## src/rtl/wisc_pkg.sv

```systemverilog
// Shared definitions for the WISC core: opcodes, HALT encoding,
// and the fetch-unit state type.
package wisc_pkg;
  localparam logic [3:0] OP_ADD = 4'h0;
  localparam logic [3:0] OP_SUB = 4'h1;
  localparam logic [3:0] OP_AND = 4'h2;
  localparam logic [3:0] OP_OR  = 4'h3;
  localparam logic [3:0] OP_XOR = 4'h4;
  localparam logic [3:0] OP_LD  = 4'h5;
  localparam logic [3:0] OP_ST  = 4'h6;
  localparam logic [3:0] OP_BR  = 4'h7;
  localparam logic [3:0] OP_CAL = 4'h8;
  localparam logic [3:0] OP_RET = 4'h9;
  localparam logic [3:0] OP_ERR = 4'hF;

  localparam logic [15:0] HALT_WORD = 16'hFFFF;

  typedef enum logic [1:0] {
    FETCH,
    DISCARD,
    HALT_PEND,
    HALTED
  } fetch_state_t;
endpackage

```

## src/rtl/instr_fetch_unit_queue.sv

```systemverilog
// Small FIFO of {instr, pc} pairs between memory and decoder.
// Flush wins over push; a pop in the flush cycle still completes.
module fetch_queue #(
  parameter int DEPTH = 2,
  parameter int PC_W  = 16
) (
  input  logic                         clk,
  input  logic                         rst_n,
  input  logic                         push,
  input  logic [15:0]                  push_instr,
  input  logic [PC_W-1:0]              push_pc,
  input  logic                         pop,
  input  logic                         flush,
  output logic [15:0]                  head_instr,
  output logic [PC_W-1:0]              head_pc,
  output logic [$clog2(DEPTH+1)-1:0]   count,
  output logic                         full,
  output logic                         empty
);
  localparam int PTR_W = $clog2(DEPTH);
  localparam int CNT_W = $clog2(DEPTH+1);
  typedef logic [CNT_W-1:0] cnt_t;

  logic [15:0]     instr_mem [DEPTH];
  logic [PC_W-1:0] pc_mem    [DEPTH];
  logic [PTR_W-1:0] wr_ptr;
  logic [PTR_W-1:0] rd_ptr;
  logic do_push;
  logic do_pop;

  assign full       = (count == cnt_t'(DEPTH));
  assign empty      = (count == '0);
  assign do_pop     = pop && !empty;
  assign do_push    = push && (!full || do_pop);
  assign head_instr = instr_mem[rd_ptr];
  assign head_pc    = pc_mem[rd_ptr];

  always_ff @(posedge clk or negedge rst_n) begin
    if (!rst_n) begin
      wr_ptr <= '0;
      rd_ptr <= '0;
      count  <= '0;
      for (int i = 0; i < DEPTH; i++) begin
        instr_mem[i] <= '0;
        pc_mem[i]    <= '0;
      end
    end else if (flush) begin
      wr_ptr <= '0;
      rd_ptr <= '0;
      count  <= '0;
    end else begin
      if (do_push) begin
        instr_mem[wr_ptr] <= push_instr;
        pc_mem[wr_ptr]    <= push_pc;
        wr_ptr            <= wr_ptr + PTR_W'(1);
      end
      if (do_pop)
        rd_ptr <= rd_ptr + PTR_W'(1);
      count <= count + cnt_t'(do_push) - cnt_t'(do_pop);
    end
  end
endmodule

```

## src/rtl/instr_fetch_unit.sv

```systemverilog
// Instruction fetch: PC, single-outstanding imem requests, queued
// valid/ready delivery to decode, redirects and HALT detection.
module instr_fetch_unit
  import wisc_pkg::*;
#(
  parameter int              PC_W     = 16,
  parameter int              QDEPTH   = 2,
  parameter logic [PC_W-1:0] RESET_PC = '0
) (
  input  logic            clk,
  input  logic            rst_n,
  output logic            imem_req,
  output logic [PC_W-1:0] imem_addr,
  input  logic            imem_ack,
  input  logic [15:0]     imem_rdata,
  output logic            instr_valid,
  output logic [15:0]     instr,
  output logic [PC_W-1:0] instr_pc,
  input  logic            instr_ready,
  input  logic            redirect,
  input  logic [PC_W-1:0] redirect_pc,
  output logic            halted
);
  localparam int CNT_W = $clog2(QDEPTH+1);
  typedef logic [CNT_W:0] cnt_t;

  fetch_state_t    state;
  logic [PC_W-1:0] pc;
  logic [PC_W-1:0] pc_inc;
  logic [CNT_W-1:0] q_count;
  logic q_full;
  logic q_empty;
  logic acked;
  logic push;
  logic pop;
  logic flush;
  logic can_issue;
  cnt_t cnt_nxt;

  assign acked       = imem_req && imem_ack;
  assign instr_valid = !q_empty;
  assign pop         = instr_valid && instr_ready;
  assign flush       = redirect && (state != HALTED);
  assign push        = acked && (state == FETCH) && !redirect
                     && (!q_full || pop);
  assign pc_inc      = pc + PC_W'(1);

  // Occupancy after this edge decides whether the next fetch fits.
  always_comb begin
    cnt_nxt = cnt_t'(q_count) + cnt_t'(push) - cnt_t'(pop);
    if (flush)
      cnt_nxt = '0;
  end

  assign can_issue = (!imem_req || imem_ack)
                   && (cnt_nxt < cnt_t'(QDEPTH));

  fetch_queue #(
    .DEPTH (QDEPTH),
    .PC_W  (PC_W)
  ) u_queue (
    .clk        (clk),
    .rst_n      (rst_n),
    .push       (push),
    .push_instr (imem_rdata),
    .push_pc    (imem_addr),
    .pop        (pop),
    .flush      (flush),
    .head_instr (instr),
    .head_pc    (instr_pc),
    .count      (q_count),
    .full       (q_full),
    .empty      (q_empty)
  );

  always_ff @(posedge clk or negedge rst_n) begin
    if (!rst_n) begin
      state     <= FETCH;
      pc        <= RESET_PC;
      imem_req  <= 1'b0;
      imem_addr <= RESET_PC;
      halted    <= 1'b0;
    end else begin
      unique case (state)
        FETCH: begin
          if (redirect) begin
            pc <= redirect_pc;
            if (imem_req && !imem_ack) begin
              state <= DISCARD;
            end else begin
              imem_req  <= 1'b1;
              imem_addr <= redirect_pc;
            end
          end else begin
            if (push)
              pc <= pc_inc;
            if (push && imem_rdata == HALT_WORD) begin
              state    <= HALT_PEND;
              imem_req <= 1'b0;
            end else if (can_issue) begin
              imem_req  <= 1'b1;
              imem_addr <= push ? pc_inc : pc;
            end else if (acked) begin
              imem_req <= 1'b0;
            end
          end
        end
        DISCARD: begin
          // Squashed request stays on the bus until memory answers.
          if (redirect)
            pc <= redirect_pc;
          if (imem_ack) begin
            state     <= FETCH;
            imem_req  <= 1'b1;
            imem_addr <= redirect ? redirect_pc : pc;
          end
        end
        HALT_PEND: begin
          if (redirect) begin
            state     <= FETCH;
            pc        <= redirect_pc;
            imem_req  <= 1'b1;
            imem_addr <= redirect_pc;
          end else if (pop && instr == HALT_WORD) begin
            state  <= HALTED;
            halted <= 1'b1;
          end
        end
        HALTED: begin
        end
        default: begin
        end
      endcase
    end
  end
endmodule
```

## config.mk

```make
export PLATFORM = sky130hd
export DESIGN_NAME = instr_fetch_unit
export DESIGN_NICKNAME = d
export VERILOG_FILES = /design/src/rtl/wisc_pkg.sv /design/src/rtl/instr_fetch_unit_queue.sv /design/src/rtl/instr_fetch_unit.sv
export SDC_FILE = /design/constraint.sdc
export NUM_CORES = 1
export LEC_CHECK = 0
export BUFFER_PORTS_ARGS = -buffer_cell sky130_fd_sc_hd__buf_2
export CORE_UTILIZATION = 35
export DETAILED_ROUTE_END_ITERATION = 7
export PLACE_DENSITY_LB_ADDON = 0.15
export SLEW_MARGIN = 20
export SYNTH_ARGS = -nofsm -noshare
export SYNTH_HDL_FRONTEND = slang
export SYNTH_SLANG_ARGS = --single-unit
```

## constraint.sdc

```tcl
create_clock -name clk -period 3.95 [get_ports clk]
set_input_delay 0.1975 -clock clk [delete_from_list [all_inputs] [get_ports clk]]
set_output_delay 0.1975 -clock clk [all_outputs]
set_load 0.01 [all_outputs]
```

==> results.toml <==
[cts]
cts_tree = "built"
cts_buffers = 9
cts_buffer_depth = 2
cts_resized = 0
holdBufCountCts = 0
clk_pin_slew_worst_paths_ps = 80
cts-root-buf = "clkbuf_16"
cts_setup_buffers = 0
clkLatencyLatePin_ps = 360
cts_max_level = 3
numClockSinks = 104

[sta]
timing.fmax_ghz = 0.318
max-slew-margin-rel_pct = 31.3
fin_crit_ps = 3140
fin_crit_sh_pct = 79.6
setup_viol = 0
whs_ps = -18.7
hold_viol_final = 7
rsz0062_at_grt = "false"
worst_clock_skew_ps = 8.59
setup_tns_ps = 0
tightest_slew_ps = 1030
maxSlewViolCount = 0

[final_layout]
antenna_cells = 0
seqCellArea_sq_mm = 0.00260
most-common-layout-cells = "dfrtp_1, mux2_2, buf_2"
final_common_cell = "dfrtp_1"
fillers = 1572
final_nets = 655
fin_area_sq_mm = 0.00669
drive_above_1_share_pct = 36.1
multi_input_area_sq_mm = 0.00296
area_growth_pct = 14.4

[synthesis]
ys.flop_type = "dfrtp_1"
synth_cell_types = 75
synth_nets = 590
async_reset_ff_share_pct = 100
syn_avg_cell_area_sq_um = 10.8
synth-seq-cells = 104
synthCells = 543
seq_area_frac_synth_pct = 44.5
syn_area_sq_mm = 0.00585
synth_edf_count = 0
ys_warn_count = 0

[run_status]
violations = "hold timing"
status = "complete, but fails checks"

[floorplan]
die_y_um = 131
start_util_pct = 36.3
rows = 46
die_area_sq_mm = 0.0172
die_w_um = 131
ios = 88
core_sq_mm = 0.0161

[power_and_ir_drop]
clkPwrFrac_pct = 16.8
internal-power_w = 0.00324
vdd_ir_drop_max_mv = 0.539
p_sw_w = 0.00227
pwr-share-comb_pct = 47.0
leakagePower_nw = 2.99
switching_share_pct = 41.2
p_seq_share_pct = 36.2
power_density_mw_per_mm2 = 824

[worst_setup_path]
critPathArrivalTime_ps = 3370
cp-start-kind = "flip-flop"
endpoint_kind = "flip-flop"
crit_type = "reg2reg"
critical_path_required_ps = 4180
critPathMaxFanout = 32

[place]
hpwl_mm = 10.4
placed_area_sq_mm = 0.00639
port_buffers = 87
gp_congestion = 0.805

[grt]
antenna_found_initial = 0
grt_use_total_pct = 18.2
grt_first_pass_wirelength_mm = 24.5
grt_max_degree = 74
grt_pass1_vias = 4352
grt_overflow = 0

[run]
cap_violations = 0

[routing]
vias_per_cell = 5.41
first_iter_violations = 313
drc = 0
firstDrtPassIters = 5
ant_nets = 0
num_vias = 4485
routed_wl_mm = 15.0
drt-wirelength-per-cell_um = 18.1

[hold_path]
hold_path.class = "in2async"
## final cells by class
class                           instances  area share (%)
Timing Repair Buffer                   93            7.21
Sequential cell                       104            38.9
Tap cell                              216            4.04
Clock buffer                           12            3.68
Inverter                               20            1.12
Multi-Input combinational cell        380            44.3
Clock inverter                          4           0.804
## final timing paths
path	from	endpoint	slack [ps]	cells after the start
min	rst_n	u_queue.instr_mem[5]$_DFFE_PN0P_	-20	1
min reg2reg	halted$_DFFE_PN0P_	halted$_DFFE_PN0P_	490	1
max	state[0]$_DFFE_PN0P_	imem_addr[10]$_DFFE_PN0P_	810	12
min in group clk	imem_rdata[13]	u_queue.instr_mem[29]$_DFFE_PN0P_	80	3
max in group asynchronous	rst_n	u_queue.pc_mem[28]$_DFFE_PN0P_	2980	2
max reg2reg	state[0]$_DFFE_PN0P_	imem_addr[10]$_DFFE_PN0P_	810	12
## metrics by stage
stage                     util [%]  power (W)  std cells  setup slack (ps)
after global placement        39.7    0.00454        813               978
after detailed placement      39.7    0.00461        813               806
after global routing          41.5    0.00593        829               532
after floorplan                  -    0.00383        543              1230
after CTS                     41.5    0.00555        829               810
final                         41.5    0.00552        829               807
## cells in the mapped netlist (3+ instances only)
| cell type | count | area [sq um] |
|---|---|---|
| dfrtp_1 | 104 | 2600 |
| mux2_2 | 94 | 1060 |
| nand2_1 | 41 | 154 |
| o21ai_0 | 31 | 155 |
| a21oi_1 | 25 | 125 |
| nor2_1 | 24 | 90.1 |
| inv_1 | 18 | 67.6 |
| mux2i_1 | 17 | 170 |
| buf_2 | 12 | 60.1 |
| clkbuf_1 | 12 | 45.0 |
| nand3_1 | 10 | 50.1 |
| nand4_1 | 10 | 62.6 |
| nor2b_1 | 10 | 62.6 |
| ha_1 | 9 | 113 |
| o31ai_1 | 9 | 67.6 |
| buf_4 | 8 | 60.1 |
| nor3_1 | 7 | 35.0 |
| a22oi_1 | 5 | 37.5 |
| a221o_1 | 4 | 40.0 |
| and3_1 | 4 | 25.0 |
| nor4_1 | 4 | 25.0 |
| xnor2_1 | 4 | 35.0 |
| a21o_1 | 3 | 22.5 |
| a221oi_1 | 3 | 26.3 |
| a31o_2 | 3 | 26.3 |
| buf_1 | 3 | 11.3 |
| o211ai_1 | 3 | 22.5 |
| o21ai_1 | 3 | 15.0 |
| o21bai_1 | 3 | 22.5 |
| o221ai_1 | 3 | 26.3 |
| o22ai_1 | 3 | 18.8 |
| or3_1 | 3 | 18.8 |
| xor2_1 | 3 | 26.3 |
## power by group through the flow
stage	clock network, W	registers, W	logic (W)
after floorplan	0	0.00184	0.00199
after global placement	0	0.00199	0.00255
after detailed placement	0	0.00201	0.00259
after CTS	0.000954	0.00199	0.00261
after global routing	0.000998	0.00208	0.00286
final	0.000928	0.00200	0.00259
## state kept, by name (all words and copies together) (netlist names)
signal / count
u_queue.rd_ptr: 1
u_queue.wr_ptr: 1
imem_addr: 16
state: 2
pc: 16
u_queue.pc_mem: 32
u_queue.count: 2
imem_req: 1
halted: 1
u_queue.instr_mem: 32
## critical path, cell delays in order (launching register included)
cell and delay, ps:
dfrtp_1 430, inv_1 110, ha_1 280, and4b_1 250, nand2_4 160, nor2_1 70, fa_1 370, xnor2_1 160
nor2_1 70, o311ai_0 440, nand3b_4 420, nor2b_1 190, a21oi_1 50
## routing by layer
| metal | routed length, um | GRT usage, % |
|---|---|---|
| met5 | 0 | 0 |
| met4 | 235 | 7.04 |
| met3 | 817 | 3.05 |
| met2 | 6650 | 26.7 |
| met1 | 7340 | 26.5 |
## cell families after synthesis
| kind of cell | synth area share (%) |
|---|---|
| AND/OR/NAND/NOR | 12.1 |
| buffers and inverters | 5.04 |
| flip-flops | 44.5 |
| multiplexers | 21.0 |
| AO/OA/AOI/OAI | 14.0 |
| XOR/XNOR | 1.05 |
| adder cells (fa/ha/maj) | 2.27 |
Power figures use the tool's default switching activity.
